==> src/rtl/mult_div_unit.sv <==
// Sequential signed multiply/divide unit: radix-2 Booth multiply, restoring divide, HI/LO result pair.
// Optional feature: define MDU_DIVZERO_EXC_EN to short-circuit divide-by-zero and expose DivZero.
module mult_div_unit #(
  parameter int WIDTH = 32
) (
  input  logic             Clk,
  input  logic             Reset,
  input  logic             Start,
  input  logic             Op,
  input  logic [WIDTH-1:0] A,
  input  logic [WIDTH-1:0] B,
  output logic             Busy,
  output logic             Done,
  output logic [WIDTH-1:0] Hi,
  output logic [WIDTH-1:0] Lo
`ifdef MDU_DIVZERO_EXC_EN
  ,
  output logic             DivZero
`endif
);

  localparam int CW = $clog2(WIDTH);
  localparam logic [CW-1:0] LAST = CW'(WIDTH - 1);

  typedef enum logic [1:0] {IDLE, MULT, DIV, FINISH} state_t;

  state_t           state;
  logic [CW-1:0]    cnt;
  logic             isDiv;
  logic [WIDTH-1:0] mcand;
  logic [2*WIDTH:0] mulAcc;
  logic             qm1;
  logic [WIDTH:0]   rem;
  logic [WIDTH-1:0] quo;
  logic [WIDTH-1:0] dvs;
  logic             negQ;
  logic             negR;
`ifdef MDU_DIVZERO_EXC_EN
  logic             divZeroHit;
`endif

  logic [WIDTH:0]     mulUpper;
  logic [2*WIDTH+1:0] mulNext;
  logic [WIDTH:0]     remShift;
  logic [WIDTH+1:0]   remDiff;
  logic               borrow;
  logic [WIDTH-1:0]   aMag;
  logic [WIDTH-1:0]   bMag;
  logic [WIDTH-1:0]   quoFix;
  logic [WIDTH-1:0]   remFix;

  // Upper half carries one guard bit so subtracting the most negative multiplicand cannot overflow.
  always_comb begin
    mulUpper = mulAcc[2*WIDTH:WIDTH];
    case ({mulAcc[0], qm1})
      2'b10:   mulUpper = mulUpper - {mcand[WIDTH-1], mcand};
      2'b01:   mulUpper = mulUpper + {mcand[WIDTH-1], mcand};
      default: mulUpper = mulAcc[2*WIDTH:WIDTH];
    endcase
    mulNext  = $signed({mulUpper, mulAcc[WIDTH-1:0], qm1}) >>> 1;
    remShift = {rem[WIDTH-1:0], quo[WIDTH-1]};
    remDiff  = {1'b0, remShift} - {2'b00, dvs};
    borrow   = remDiff[WIDTH+1];
    aMag     = A[WIDTH-1] ? -A : A;
    bMag     = B[WIDTH-1] ? -B : B;
    quoFix   = negQ ? -quo : quo;
    remFix   = negR ? -rem[WIDTH-1:0] : rem[WIDTH-1:0];
  end

  always_ff @(posedge Clk) begin
    if (Reset) begin
      state  <= IDLE;
      cnt    <= '0;
      isDiv  <= 1'b0;
      mcand  <= '0;
      mulAcc <= '0;
      qm1    <= 1'b0;
      rem    <= '0;
      quo    <= '0;
      dvs    <= '0;
      negQ   <= 1'b0;
      negR   <= 1'b0;
      Busy   <= 1'b0;
      Done   <= 1'b0;
      Hi     <= '0;
      Lo     <= '0;
`ifdef MDU_DIVZERO_EXC_EN
      divZeroHit <= 1'b0;
      DivZero    <= 1'b0;
`endif
    end else begin
      Done <= 1'b0;
`ifdef MDU_DIVZERO_EXC_EN
      DivZero <= 1'b0;
`endif
      case (state)
        IDLE: begin
          if (Start) begin
            Busy   <= 1'b1;
            cnt    <= '0;
            isDiv  <= Op;
            mcand  <= A;
            mulAcc <= {{(WIDTH+1){1'b0}}, B};
            qm1    <= 1'b0;
            rem    <= '0;
            quo    <= aMag;
            dvs    <= bMag;
            negQ   <= A[WIDTH-1] ^ B[WIDTH-1];
            negR   <= A[WIDTH-1];
            state  <= Op ? DIV : MULT;
`ifdef MDU_DIVZERO_EXC_EN
            divZeroHit <= 1'b0;
            if (Op && (B == '0)) begin
              divZeroHit <= 1'b1;
              state      <= FINISH;
            end
`endif
          end
        end
        MULT: begin
          {mulAcc, qm1} <= mulNext;
          cnt           <= cnt + CW'(1);
          if (cnt == LAST) state <= FINISH;
        end
        DIV: begin
          rem <= borrow ? remShift : remDiff[WIDTH:0];
          quo <= {quo[WIDTH-2:0], ~borrow};
          cnt <= cnt + CW'(1);
          if (cnt == LAST) state <= FINISH;
        end
        FINISH: begin
          state <= IDLE;
          Busy  <= 1'b0;
          Done  <= 1'b1;
`ifdef MDU_DIVZERO_EXC_EN
          if (divZeroHit) begin
            DivZero <= 1'b1;
          end else
`endif
          if (isDiv) begin
            Hi <= remFix;
            Lo <= quoFix;
          end else begin
            Hi <= mulAcc[2*WIDTH-1:WIDTH];
            Lo <= mulAcc[WIDTH-1:0];
          end
        end
        default: state <= IDLE;
      endcase
    end
  end

endmodule

==> config.mk <==
export PLATFORM = sky130hd
export DESIGN_NAME = mult_div_unit
export DESIGN_NICKNAME = d
export VERILOG_FILES = /design/src/rtl/mult_div_unit.sv
export SDC_FILE = /design/constraint.sdc
export NUM_CORES = 1
export LEC_CHECK = 0
export ABC_CLOCK_PERIOD_IN_PS = 12000
export CAP_MARGIN = 0
export CORE_AREA = 2 2 174 176
export CTS_BUF_LIST = sky130_fd_sc_hd__clkbuf_16
export DETAILED_ROUTE_END_ITERATION = 12
export DIE_AREA = 0 0 176 178
export GPL_ROUTABILITY_DRIVEN = 0
export MAX_ROUTING_LAYER = met4
export PLACE_DENSITY_LB_ADDON = 0.15
export SYNTH_ARGS = -nofsm -noshare
export SYNTH_HDL_FRONTEND = slang
export SYNTH_SLANG_ARGS = --single-unit
==> constraint.sdc <==
create_clock -name Clk -period 12 [get_ports Clk]
set_input_delay 3.6 -clock Clk [delete_from_list [all_inputs] [get_ports Clk]]
set_output_delay 3.6 -clock Clk [all_outputs]
set_load 0.05 [all_outputs]
==> report_table.html <==
<table>
<tr><th>Metric</th><th>Value</th></tr>
<tr><th colspan="2">GRT</th></tr>
<tr><td>GRT Overall Usage</td><td>0.326</td></tr>
<tr><td>Overflow after GRT</td><td>0</td></tr>
<tr><td>Vias in the first global route</td><td>between 15,000 and 20,000</td></tr>
<tr><td>Global-route wire length before repair</td><td>between 80,000 and 90,000 um</td></tr>
<tr><td>Antenna violations before repair</td><td>0</td></tr>
<tr><td>Maximum number of pins on one net before global-route repair</td><td>~110</td></tr>
<tr><th colspan="2">STA</th></tr>
<tr><td>Final setup violation count</td><td>0</td></tr>
<tr><td>Tcrit/Tclk final</td><td>0.524</td></tr>
<tr><td>Worst Skew</td><td>0.0244 ns</td></tr>
<tr><td>Number of max-slew violations in the final report</td><td>0</td></tr>
<tr><td>RSZ-0062 raised after global routing</td><td>no</td></tr>
<tr><td>Worst slew margin relative to its limit</td><td>0.207</td></tr>
<tr><td>Transition at the pin with the smallest max-transition slack</td><td>1.19 ns</td></tr>
<tr><td>Maximum frequency from static timing analysis</td><td>around 0.16 GHz</td></tr>
<tr><td>Fin crit period</td><td>6.28 ns</td></tr>
<tr><td>Endpoints failing hold</td><td>0</td></tr>
<tr><td>Post-Route Setup TNS</td><td>0 ns</td></tr>
<tr><th colspan="2">Floorplanning</th></tr>
<tr><td>Area of the core region</td><td>29,400 um2</td></tr>
<tr><td>Die Area</td><td>approximately 31,000 um2</td></tr>
<tr><td>I/O pin total</td><td>134</td></tr>
<tr><td>Overall die width</td><td>176 um</td></tr>
<tr><td>Die Span Y</td><td>178 um</td></tr>
<tr><td>Initial Utilization</td><td>0.590</td></tr>
<tr><td># rows</td><td>63</td></tr>
<tr><th colspan="2">Synthesis</th></tr>
<tr><td>Post-synthesis async set-or-reset flop share</td><td>0</td></tr>
<tr><td>Synthesized area</td><td>17,300 um2</td></tr>
<tr><td>Sequential area share after synthesis</td><td>0.309</td></tr>
<tr><td>Most instantiated flip-flop cell in the synthesis netlist</td><td>dfxtp_1</td></tr>
<tr><td>Post-Synthesis Mean Instance Area</td><td>7.74 um2</td></tr>
<tr><td>Number of unique standard cell types used by synthesis</td><td>69</td></tr>
<tr><td>Number of storage elements in the synthesis netlist</td><td>268</td></tr>
<tr><td>Syn_nets</td><td>2,385</td></tr>
<tr><td>Post-synth EDFFs</td><td>0</td></tr>
<tr><td>Count of mapped cells out of synthesis</td><td>2,239</td></tr>
<tr><td>Syn. warnings</td><td>0</td></tr>
<tr><th colspan="2">Critical path</th></tr>
<tr><td>Category of the worst setup path launch point</td><td>primary input</td></tr>
<tr><td>Type of element capturing the critical path</td><td>flop</td></tr>
<tr><td>Classification of the worst setup path</td><td>primary input to flop</td></tr>
<tr><td>Critical Path Fanout Max</td><td>5</td></tr>
<tr><td>Worst Path Required</td><td>12.48 ns</td></tr>
<tr><td>Signal arrival time at the worst endpoint</td><td>6.76 ns</td></tr>
<tr><th colspan="2">Clock tree</th></tr>
<tr><td>Number of clock sinks</td><td>approximately 270</td></tr>
<tr><td>Register clock-pin slew on the reported worst setup and hold paths</td><td>0.06 ns</td></tr>
<tr><td>Clock Path Buffers</td><td>3</td></tr>
<tr><td>Clock Root Buffer</td><td>clkbuf_16</td></tr>
<tr><td>Quantity of hold-fixing buffers added after cts</td><td>0</td></tr>
<tr><td>Post-CTS sizing</td><td>0</td></tr>
<tr><td>Post-CTS setup repair buffer count</td><td>0</td></tr>
<tr><td>CTS tree</td><td>built</td></tr>
<tr><td>Number of levels in the clock H-tree</td><td>1</td></tr>
<tr><td>Inserted Clock Buffers</td><td>30</td></tr>
<tr><td>Clock insertion delay at the later pin of the skew report</td><td>between 0.5 and 0.6 ns</td></tr>
<tr><th colspan="2">Layout</th></tr>
<tr><td>Commonest non-fill, non-tap cell in the layout</td><td>nor2_1</td></tr>
<tr><td>Most used cells in the layout excluding fill and tap cells</td><td>nor2_1, dfxtp_1, nand2_1</td></tr>
<tr><td>Post-route non-filler standard cell count</td><td>approximately 2,700</td></tr>
<tr><td>Syn-to-layout area delta</td><td>14.5%</td></tr>
<tr><td>Number of nets in the layout</td><td>roughly 2,400</td></tr>
<tr><td>Layout cells sized above 1</td><td>0.0407</td></tr>
<tr><td>Diodes inserted</td><td>0</td></tr>
<tr><td>Core utilization of the finished layout</td><td>0.675</td></tr>
<tr><th colspan="2">Run</th></tr>
<tr><td>Max-capacitance violation count</td><td>0</td></tr>
<tr><th colspan="2">Place</th></tr>
<tr><td>HPWL after DPL</td><td>37,200 um</td></tr>
<tr><td>Placed instance count</td><td>2,642</td></tr>
<tr><td>Port Buffer Count</td><td>133</td></tr>
<tr><th colspan="2">Pwr</th></tr>
<tr><td>Leakage power</td><td>0.00755 uW</td></tr>
<tr><td>Cell area power density</td><td>slightly above 200 nW/um2</td></tr>
<tr><td>Max rail drop VDD</td><td>0.130 mV</td></tr>
<tr><td>Total power of the final layout</td><td>4070 uW</td></tr>
<tr><th colspan="2">Min path</th></tr>
<tr><td>Type of the worst min-delay path</td><td>flop to flop</td></tr>
<tr><th colspan="2">Route</th></tr>
<tr><td>Post-route ant nets</td><td>0</td></tr>
<tr><td>Routed via count</td><td>roughly 16,000</td></tr>
<tr><td>DRC</td><td>0</td></tr>
<tr><td>Per-cell via count in the routed design</td><td>~6.1</td></tr>
<tr><td>Routed WL per cell</td><td>18.8 um</td></tr>
<tr><td>1st-pass router iterations</td><td>8</td></tr>
<tr><td>DR iter-0 viols</td><td>1,652</td></tr>
<tr><td>Drt total wl</td><td>50,800 um</td></tr>
<tr><th colspan="2">Outcome</th></tr>
<tr><td>Outcome</td><td>finished, final reports clean</td></tr>
</table>
[state kept, by name, indices dropped and copies added (netlist names)]
| name | flops |
|---|---|
| dvs | 32 |
| qm1 | 1 |
| mulAcc | 64 |
| isDiv | 1 |
| Busy | 1 |
| cnt | 5 |
| Hi | 32 |
| rem | 32 |
| Lo | 32 |
| Done | 1 |
| quo | 32 |
| state | 2 |
| mcand | 32 |
| negQ | 1 |
[per-stage QoR]
stage / setup slack, ns / area [um2] / hold slack (ns)
5_1_grt: 5.44 / 19900 / 0.499
3_5_place_dp: 5.16 / 18800 / 0.457
6_report: 5.72 / 19900 / 0.468
2_1_floorplan: 5.94 / 17300 / 0.432
4_1_cts: 5.74 / 19900 / 0.465
3_3_place_gp: 5.22 / 18800 / 0.443
[report_power, final]
group / switching, uW / internal, uW / total [uW]
combinational: 1150 / 681 / 1830
clock: 390 / 597 / 986
sequential: 201 / 1050 / 1250
total: 1740 / 2330 / 4070
[cell type report]
cell class	instances	area, um2
clock buffers	31	776
inverters	71	267
repair buffers	149	1450
fillers	2496	9550
clock inverters	25	288
multi-input cells	1764	11200
well taps	390	488
flip-flops and latches	268	5370
[worst max-delay path, stage by stage]
cell	delay [ns]
clkdlybuf4s50_1	0.52
or4_4	0.59
nor4_4	0.31
nand4_1	0.20
or4_1	0.46
or4_4	0.46
o31ai_4	0.19
xnor2_1	0.14
nand3_1	0.08
a31oi_1	0.20
[cells in the mapped netlist, types with 15 or more instances]
| library cell | count | area share |
|---|---|---|
| o211ai_1 | 28 | 0.012 |
| xor2_1 | 149 | 0.075 |
| o41ai_1 | 16 | 0.0081 |
| nand3_1 | 27 | 0.0078 |
| o31ai_1 | 38 | 0.016 |
| xnor2_1 | 56 | 0.028 |
| nand2b_1 | 24 | 0.0087 |
| nor3_1 | 35 | 0.010 |
| o22ai_1 | 16 | 0.0058 |
| o21ai_0 | 121 | 0.035 |
| nor4_1 | 15 | 0.0054 |
| a211oi_1 | 74 | 0.032 |
| ha_1 | 76 | 0.055 |
| mux2i_1 | 107 | 0.062 |
| clkbuf_1 | 111 | 0.024 |
| a22oi_1 | 16 | 0.0069 |
| a21o_1 | 24 | 0.010 |
| a21oi_1 | 202 | 0.058 |
| inv_1 | 70 | 0.015 |
| dfxtp_1 | 268 | 0.31 |
| or3_1 | 19 | 0.0069 |
| nand2_1 | 260 | 0.056 |
| nor2_1 | 290 | 0.063 |
[cells by family after synthesis]
family          count (synthesis)  share of synthesized area
simple gates                  745                      0.189
compound gates                625                      0.229
flops                         268                      0.309
buf+inv                       207                     0.0476
xor+xnor                      205                      0.104
mux                           111                     0.0644
fa+ha+maj                      78                     0.0571
[routing by layer]
metal | up-vias | wire length [um] | global-route usage
met5 | - | 0 | -
met4 | 0 | 1440 | 0.0940
met3 | 110 | 3380 | 0.0413
met2 | 597 | 24200 | 0.539
met1 | 7672 | 21800 | 0.419
li1 | 8053 | - | -
[path summary, 6_finish.rpt]
| kind | endpoint | depth (start not counted) | slack, ns | startpoint |
|---|---|---|---|---|
| hold reg to reg | dvs[0] | 2 | 0.47 | dvs[0] |
| setup / recovery | quo[29] | 10 | 5.72 | A[3] |
| hold / removal | dvs[0] | 2 | 0.47 | dvs[0] |
| setup reg to reg | mulAcc[60] | 17 | 6.72 | mcand[2] |
No activity file was read; power rests on OpenSTA's default activity.
